`config.mk`:
```
export PLATFORM = sky130hd
export DESIGN_NAME = mdu
export DESIGN_NICKNAME = d
export VERILOG_FILES = /design/src/rtl/mdu_pkg.sv /design/src/rtl/mdu_iter.sv /design/src/rtl/mdu.sv
export SDC_FILE = /design/constraint.sdc
export NUM_CORES = 1
export LEC_CHECK = 0
export BUFFER_PORTS_ARGS = -buffer_cell sky130_fd_sc_hd__buf_2
export CAP_MARGIN = 15
export CORE_AREA = 2 2 144 202
export DETAILED_ROUTE_END_ITERATION = 8
export DIE_AREA = 0 0 146 204
export PLACE_DENSITY = 0.86
export REMOVE_ABC_BUFFERS = 1
export SYNTH_ARGS = -nofsm -noshare
export SYNTH_HDL_FRONTEND = slang
export SYNTH_SLANG_ARGS = --single-unit
```
`constraint.sdc`:
```
create_clock -name clk -period 3.34 [get_ports clk]
set_clock_uncertainty 0.15 [all_clocks]
set_input_delay 0.501 -clock clk [delete_from_list [all_inputs] [get_ports clk]]
set_output_delay 0.501 -clock clk [all_outputs]
set_load 0.02 [all_outputs]
```
`src/rtl/mdu_pkg.sv`:
```
// mdu_pkg: shared definitions for the iterative multiply/divide unit.
//   - funct3 op codes for the eight M-extension ops
//   - FSM state encoding
//   - operand signedness / op-class helpers
package mdu_pkg;

  localparam logic [2:0] OP_MUL    = 3'b000;
  localparam logic [2:0] OP_MULH   = 3'b001;
  localparam logic [2:0] OP_MULHSU = 3'b010;
  localparam logic [2:0] OP_MULHU  = 3'b011;
  localparam logic [2:0] OP_DIV    = 3'b100;
  localparam logic [2:0] OP_DIVU   = 3'b101;
  localparam logic [2:0] OP_REM    = 3'b110;
  localparam logic [2:0] OP_REMU   = 3'b111;

  typedef enum logic [1:0] {
    S_IDLE = 2'd0,
    S_RUN  = 2'd1,
    S_FIX  = 2'd2,
    S_DONE = 2'd3
  } state_e;

  function automatic logic is_div(input logic [2:0] op);
    return op[2];
  endfunction

  function automatic logic a_signed(input logic [2:0] op);
    return (op == OP_MUL) || (op == OP_MULH) || (op == OP_MULHSU) ||
           (op == OP_DIV) || (op == OP_REM);
  endfunction

  function automatic logic b_signed(input logic [2:0] op);
    return (op == OP_MUL) || (op == OP_MULH) ||
           (op == OP_DIV) || (op == OP_REM);
  endfunction

endpackage

```
`src/rtl/mdu_iter.sv`:
```
// mdu_iter: one combinational iteration of the multiply/divide datapath.
//   acc_i  : 2*XLEN accumulator. mul: {partial product hi, remaining multiplier}
//                                div: {partial remainder, remaining dividend/quotient}
//   opnd_i : magnitude added (mul, multiplicand) or subtracted (div, divisor)
//   div_i  : 1 = restoring divide step, 0 = shift-add multiply step
//   acc_o  : accumulator after this step
module mdu_iter #(
  parameter int XLEN = 32
) (
  input  logic [2*XLEN-1:0] acc_i,
  input  logic [XLEN-1:0]   opnd_i,
  input  logic              div_i,
  output logic [2*XLEN-1:0] acc_o
);

  logic [XLEN-1:0] hi;
  logic [XLEN-1:0] lo;
  logic [XLEN:0]   sum;
  logic [XLEN:0]   rem_sh;
  logic [XLEN-1:0] diff;

  always_comb begin
    hi     = acc_i[2*XLEN-1:XLEN];
    lo     = acc_i[XLEN-1:0];
    // Multiply: add multiplicand when the current multiplier bit is set,
    // keep the carry and shift the whole accumulator right by one.
    sum    = {1'b0, hi} + (lo[0] ? {1'b0, opnd_i} : {(XLEN+1){1'b0}});
    // Divide: shift the next dividend bit into the remainder. The remainder
    // stays below the divisor, so the difference always fits in XLEN bits.
    rem_sh = {hi, lo[XLEN-1]};
    diff   = rem_sh[XLEN-1:0] - opnd_i;
    if (div_i) begin
      if (rem_sh >= {1'b0, opnd_i}) acc_o = {diff, lo[XLEN-2:0], 1'b1};
      else                          acc_o = {rem_sh[XLEN-1:0], lo[XLEN-2:0], 1'b0};
    end else begin
      acc_o = {sum, lo[XLEN-1:1]};
    end
  end

endmodule

```
`src/rtl/mdu.sv`:
```
// mdu: iterative RV32M/RV64M multiply/divide unit, one bit per cycle.
//   clk, rst_n   : rising-edge clock, async active-low reset
//   start, op    : request and funct3; a/b sampled only on an accepted start
//   flush        : synchronous abort, wins over start
//   busy         : op accepted and still iterating (RUN/FIX)
//   done, res    : one-cycle completion pulse; res held until the next result
//
// state  | meaning
// IDLE   | waiting for a request
// RUN    | iterating, one bit per cycle, XLEN cycles
// FIX    | sign correction and result select
// DONE   | result presented (done=1), may accept the next start
module mdu
  import mdu_pkg::*;
#(
  parameter int XLEN = 32
) (
  input  logic            clk,
  input  logic            rst_n,
  input  logic            start,
  input  logic [2:0]      op,
  input  logic [XLEN-1:0] a,
  input  logic [XLEN-1:0] b,
  input  logic            flush,
  output logic            busy,
  output logic            done,
  output logic [XLEN-1:0] res
);

  localparam int             CW       = $clog2(XLEN) + 1;
  localparam logic [CW-1:0]  CNT_LAST = CW'(XLEN - 1);

  state_e            state_q, state_d;
  logic [2:0]        op_q, op_d;
  logic [2*XLEN-1:0] acc_q, acc_d;
  logic [XLEN-1:0]   opnd_q, opnd_d;
  logic              neg_q, neg_d;
  logic              rneg_q, rneg_d;
  logic [CW-1:0]     cnt_q, cnt_d;
  logic [XLEN-1:0]   res_q, res_d;

  logic [2*XLEN-1:0] acc_next;
  logic              a_neg, b_neg;
  logic [XLEN-1:0]   a_mag, b_mag;
  logic              b_zero, ovf;
  logic [XLEN-1:0]   early_res;
  logic [2*XLEN-1:0] prod;
  logic [XLEN-1:0]   quo, rem;
  logic [XLEN-1:0]   fix_res;

  mdu_iter #(.XLEN(XLEN)) u_iter (
    .acc_i  (acc_q),
    .opnd_i (opnd_q),
    .div_i  (is_div(op_q)),
    .acc_o  (acc_next)
  );

  always_comb begin
    a_neg  = a_signed(op) & a[XLEN-1];
    b_neg  = b_signed(op) & b[XLEN-1];
    a_mag  = a_neg ? -a : a;
    b_mag  = b_neg ? -b : b;
    b_zero = (b == '0);
    ovf    = ((op == OP_DIV) || (op == OP_REM)) &&
             (a == {1'b1, {(XLEN-1){1'b0}}}) && (b == '1);
    // op[1] selects remainder within the divide group
    if (b_zero) early_res = op[1] ? a : '1;
    else        early_res = op[1] ? '0 : a;

    prod = neg_q ? -acc_q : acc_q;
    quo  = acc_q[XLEN-1:0];
    rem  = acc_q[2*XLEN-1:XLEN];
    if (is_div(op_q)) begin
      if (op_q[1]) fix_res = rneg_q ? -rem : rem;
      else         fix_res = neg_q  ? -quo : quo;
    end else begin
      fix_res = (op_q == OP_MUL) ? prod[XLEN-1:0] : prod[2*XLEN-1:XLEN];
    end
  end

  always_comb begin
    state_d = state_q;
    op_d    = op_q;
    acc_d   = acc_q;
    opnd_d  = opnd_q;
    neg_d   = neg_q;
    rneg_d  = rneg_q;
    cnt_d   = cnt_q;
    res_d   = res_q;
    if (flush) begin
      state_d = S_IDLE;
    end else begin
      case (state_q)
        S_IDLE, S_DONE: begin
          if (start) begin
            op_d   = op;
            neg_d  = a_neg ^ b_neg;
            rneg_d = a_neg;
            cnt_d  = '0;
            if (is_div(op) && (b_zero || ovf)) begin
              state_d = S_DONE;
              res_d   = early_res;
            end else begin
              state_d = S_RUN;
              acc_d   = {{XLEN{1'b0}}, is_div(op) ? a_mag : b_mag};
              opnd_d  = is_div(op) ? b_mag : a_mag;
            end
          end else begin
            state_d = S_IDLE;
          end
        end
        S_RUN: begin
          acc_d = acc_next;
          cnt_d = cnt_q + 1'b1;
          if (cnt_q == CNT_LAST) state_d = S_FIX;
        end
        S_FIX: begin
          res_d   = fix_res;
          state_d = S_DONE;
        end
        default: state_d = S_IDLE;
      endcase
    end
  end

  always_ff @(posedge clk or negedge rst_n) begin
    if (!rst_n) begin
      state_q <= S_IDLE;
      op_q    <= '0;
      acc_q   <= '0;
      opnd_q  <= '0;
      neg_q   <= 1'b0;
      rneg_q  <= 1'b0;
      cnt_q   <= '0;
      res_q   <= '0;
    end else begin
      state_q <= state_d;
      op_q    <= op_d;
      acc_q   <= acc_d;
      opnd_q  <= opnd_d;
      neg_q   <= neg_d;
      rneg_q  <= rneg_d;
      cnt_q   <= cnt_d;
      res_q   <= res_d;
    end
  end

  assign busy = (state_q == S_RUN) || (state_q == S_FIX);
  assign done = (state_q == S_DONE);
  assign res  = res_q;

endmodule

```
Word-level counts from Yosys, hierarchy flattened
Index checks and enable logic that the tools add are counted.
- $add $sub $neg: 8
- $lt $le $gt $ge: 1
- eq/ne operators: 14
- multiplexer cells: 29
- bitwise gates (word level): 5
- reductions and logical operators: 24
- operators by type and width (cell ; number):
    32-bit two-way mux ; 15
    64-bit two-way mux ; 5
    32-bit negator ; 4
    64-bit case mux with 2 select lines ; 1
    32-bit equality test (second input constant) ; 2
    64-bit negator ; 1
    32-bit case mux with 2 select lines ; 1
    32-bit by 33-bit adder with 33-bit output ; 1
    33-bit by 32-bit greater-or-equal comparator with 1-bit output ; 1
    32-bit logical NOT ; 1
    32-bit subtractor ; 1
    6-bit case mux with 2 select lines ; 1
    4-bit AND reduction ; 3
    1-bit logical OR ; 9
    2-bit two-way mux ; 4
    6-bit by 1-bit adder with 6-bit output (second input constant) ; 1
    3-bit equality test (second input constant) ; 2
    6-bit by 5-bit equality test with 1-bit output (second input constant) ; 1
    3-bit logical NOT ; 2
    6-bit two-way mux ; 1
    2-bit inequality test (second input constant) ; 3
    2-bit case mux with 3 select lines ; 1
    3-bit AND reduction ; 2
    2-bit equality test (second input constant) ; 2
    other kinds (11) ; 16
- register bits after elaboration: 141
- input port bits: 71
- output and inout bits: 34
- word-level logic and storage cells: 89

Depth between registers and ports, before layout
- depth after elaboration: 11
- gate-level depth with buffers: 14
- mapped depth without buffers: 13

By module
A second synthesis with hierarchy kept.
- cells, all modules: 2169
- area, all modules: 16463.3 um2
- modules (own cells, without submodules) (module ; times used ; cells an instance ; area an instance (um2) ; seq. area each (um2)):
    mdu ; 1 ; 1498 ; 11765.0 ; 3528.4
    mdu_iter ; 1 ; 671 ; 4698.3 ; 0.0

Least setup slack after synthesis
OpenSTA, ideal clock, no wires.
- kind: reg-to-reg
- from: reg acc_q[57]
- to: reg acc_q[51]
- library setup time: 133 ps
- arrival time: 3308 ps
- data required time: 3057 ps
- path slack: -251 ps
- cell stages (with the launch flop): 12
- buffers on the path: 2
- period minus slack after synthesis: 3591 ps
- cells stage by stage: dfrtp_1 -> ha_1 -> clkbuf_1 -> a21oi_1 -> o21ai_0 -> a21o_1 -> a211o_1 -> a211oi_1 -> nand2_1 -> clkbuf_1 -> a32oi_1 -> o211ai_1
- cells in the longest elaborated chain, start to end: 4
- RTL lines (item ; RTL line ; text):
    from (decl) ; mdu.sv:35 ; logic [2*XLEN-1:0] acc_q, acc_d;
    from (signal assigned) ; mdu.sv:130 ; acc_q <= '0;
    from (signal assigned) ; mdu.sv:139 ; acc_q <= acc_d;
    33-bit by 32-bit greater-or-equal comparator with 1-bit output ; mdu_iter.sv:33 ; if (rem_sh >= {1'b0, opnd_i}) acc_o = {diff, lo[XLEN-2:0], 1'b1};
    64-bit two-way mux ; mdu_iter.sv:33 ;
    64-bit two-way mux ; mdu_iter.sv:32 ; if (div_i) begin
    64-bit case mux with 2 select lines ; mdu.sv:93 ; case (state_q)
Every way passes these cells.
A chain may end at the register's enable or synchronous reset.

Worst setup path after layout
- from: reg acc_q[25]
- to: reg res_q[26] (netlist: res[26])
- cells in the longest elaborated chain, start to end: 5
- elaborated cells between the ends (all ways): 8
- classes of those cells: add/sub (2); mux (6)
- RTL lines (item ; RTL line ; text):
    64-bit negator / 32-bit negator (equally long branches) ; mdu.sv:70, mdu.sv:75 ;
    64-bit two-way mux / 32-bit two-way mux (equally long branches) ; mdu.sv:70, mdu.sv:75 ;
    32-bit two-way mux (on tied branches) ; mdu.sv:77, mdu.sv:74 ;
    32-bit two-way mux * ; mdu.sv:73 ; if (is_div(op_q)) begin
    32-bit case mux with 2 select lines * ; mdu.sv:93 ;
    to (signal assigned) ; mdu.sv:144 ; res_q <= res_d;
    to (decl) ; mdu.sv:40 ; logic [XLEN-1:0] res_q, res_d;
Mark *: on every way between the ends. The rest lies on a longest branch, timed or not.

==> results.md <==
- Status: finished, violations left
- Failing checks: setup timing
- CTS root buf: clkbuf_16
- Crit path kind: reg2reg
- Vias post-DR: 18471
- Avg Cell Area, Syn: between 7 and 8 µm²
- RSZ-0062 raised after global routing: true
- Wire length per cell after detailed routing: 22.3 µm
- Num CTS Buffers: 17
- CTS tree: yes
- Synthesis-stage register bit count: about 140
- Relative slew slack: 0.388
- Crit path required time: about 3.5 ns
- GP Congestion: about 1.0
- Vias/cell: between 6 and 7
- Critical path's slowest cell: or4_4
- Fin crit period: 3.45 ns
- Placed Cells: between 2000 and 3000
- Clk_lat worst skew: about 0.46 ns
- Antenna violations before repair: 1
- Register area share after synthesis: 0.225
- Max_cap viols: 0
- Synth unique cells: between 80 and 90
- Antenna-violating nets left: 0
- Maximum VDD drop: 0.571 mV
- DRC Markers: 0
- Num ports: 105
- Largest net degree at the start of global routing: 92
- CTS H-tree depth: 4
- DP HPWL: around 47000 µm
- Final Hold Violating Endpoints: 0
- Ys flop type: dfrtp_1
- Crit end category: register
- Fin Hold WS: between 0.15 and 0.2 ns
- Worst EP arrival: roughly 3.7 ns
- Horiz. Die Dim: roughly 150 µm
- Setup TNS: -0.115 ns
- Total Wirelength: approximately 62000 µm
- Final net count: 2551
- Clock transition at the registers of the reported paths: approximately 0.06 ns
- Filler Cells Inserted: around 2400
- Core area: roughly 0.028 mm²
- Post-route insts no fill: between 2000 and 3000
- Delay-heaviest family, CP: simple AND/OR/NAND/NOR gates
- Gr usage total: 0.409
- Fin crit share: 1.03
- Power per standard cell area: roughly 1100 mW/mm²
- Dpl ws: -0.159 ns
- Final Setup Violations: 1
- Worst setup SP type: register
- Worst slew pin tran: 0.918 ns
- Leakage Power: about 8.5 nW
- Clock tree buffer depth: 2
- DIE AREA: between 0.02 and 0.03 mm²
- Cells after synthesis: between 2000 and 2500
- CP cell instances: or4_4 > or4b_4 > or3_4 > or2_4 > o31ai_4 > xnor2_1 > a222oi_1 > a211oi_1 > a21o_1
- CP max FO: 4
- Ant diodes: 0
- Post-synth ARST share: 1.00
- Layout cells sized above 1: 0.229
- Die Ht: ~200 µm
- Final core occ: 0.692
- HP Class: in2reg
- EDFF count, synth: 0
- Post-Syn Area: approximately 0.016 mm²
- TritonCTS Sinks: 141
- Final worst slack: -0.115 ns
- Ys Warns: 0
- Reg area: ~0.0035 mm²
- First-pass GRT wire length: around 96000 µm
- Initial Utilization: 0.557
- Initial drt markers: around 1800
- Site row count: 73
- Drt pass-1 iters: 7
- Final Max Slew Viols: 0
- Fmax: just under 300 MHz
- Area growth syn-to-layout: 24.2%
- Buf+Inv Stages, Crit Path: 0
- Overflow after GRT: 0
- Port Buffers: between 100 and 150
- Vias in the first global route: 17924
- CP max stage delay: ~0.53 ns
- Area occupied by multi-input gates: 0.0117 mm²
## cells in the mapped netlist, drive strengths merged (35+ instances only)
master	n	area (µm²)
inv	82	308
a21oi	191	956
o31ai	35	282
xor2	82	718
o21ai	216	1080
nand2	235	882
clkbuf	135	507
nor2	237	892
nor3	44	220
xnor2	110	963
ha	73	913
dfrtp	141	3530
nand3	60	300
a211oi	48	360
## worst register-to-register path, delay by kind of cell, from the launching register on
family	cells	cell delay, ns
xor+xnor	1	0.09
simple gates	4	1.68
flops	1	0.38
compound gates	4	1.03
## per-stage QoR
stage	instance area, µm²	power [mW]
final	19500	21.1
after detailed placement	18200	17.4
after CTS	19000	20.0
after global placement	18200	17.2
after floorplan	15100	11.8
after global routing	19500	22.3
## per-layer routing
layer	global-route usage	wire length [µm]
met5	0	14
met2	0.680	29400
met3	0.0732	5370
met1	0.472	22600
met4	0.300	4910
## power breakdown
| part | switching, mW | total [mW] | internal [mW] |
|---|---|---|---|
| Clock | 0.843 | 2.34 | 1.50 |
| Combinational | 9.02 | 15.2 | 6.22 |
| Sequential | 1.05 | 3.52 | 2.47 |
## path summary, 6_finish.rpt
| path | cells after the start | to | startpoint | slack (ns) |
|---|---|---|---|---|
| worst max-delay path | 9 | res[26] | acc_q[25] | -0.11 |
| worst min-delay path | 2 | state_q[1] | flush | 0.16 |
| worst max register to register | 9 | res[26] | acc_q[25] | -0.11 |
| worst min register to register | 1 | res[3] | res[3] | 0.33 |
| max in group asynchronous | 3 | acc_q[45] | rst_n | 1.74 |
| min in group asynchronous | 2 | opnd_q[1] | rst_n | 0.45 |
## area by class of cell
type | count | share of cell area
Multi-Input combinational cell | 1782 | 0.601
Sequential cell | 141 | 0.181
Timing Repair Buffer | 380 | 0.142
Tap cell | 375 | 0.0241
Clock buffer | 18 | 0.0226
Inverter | 83 | 0.0160
Clock inverter | 14 | 0.0135
## cells by family after synthesis
family	count (synthesis)	synth area share
DFF	141	0.225
buffers and inverters	239	0.0585
AOI/OAI and AO/OA	693	0.275
muxes	63	0.0427
adders and majority gates	95	0.0736
xor gates and xnor gates	192	0.107
and+or+nand+nor	739	0.218
## layout by cell type (no fill, tap or decap), drive strengths merged, types with 9 or more instances in the layout
cell,n
or2,14
dfrtp,141
nand3,60
clkbuf,18
ha,73
nor2,237
inv,84
a221oi,9
mux2i,32
maj3,20
o211ai,17
a31oi,33
nor3,44
buf,379
o31ai,35
a21o,33
nand2b,13
o21ai,216
nand2,235
o41ai,11
xnor2,110
xor2,82
nor4,23
o22ai,11
a211oi,48
or4,19
and2,9
a21oi,191
nand4,28
mux2,31
or3,28
## timing repair
| action | 4_1_cts | 5_1_grt |
|---|---|---|
| setup endpoints to repair | 28 | 57 |
| resized for setup | 22 | 106 |
| endpoints found under the hold margin | 59 | 0 |
| buffers inserted | 1 | 8 |
| hold buffers | 1 | 0 |
| pin swaps | 4 | 54 |
## flip-flops by register name, summed over array words and instances (netlist names)
register and cells:
neg_q 1, cnt_q 6, state_q 2, rneg_q 1, res 32, opnd_q 32
op_q 3, acc_q 64
No activity file was read; power rests on OpenSTA's default activity.
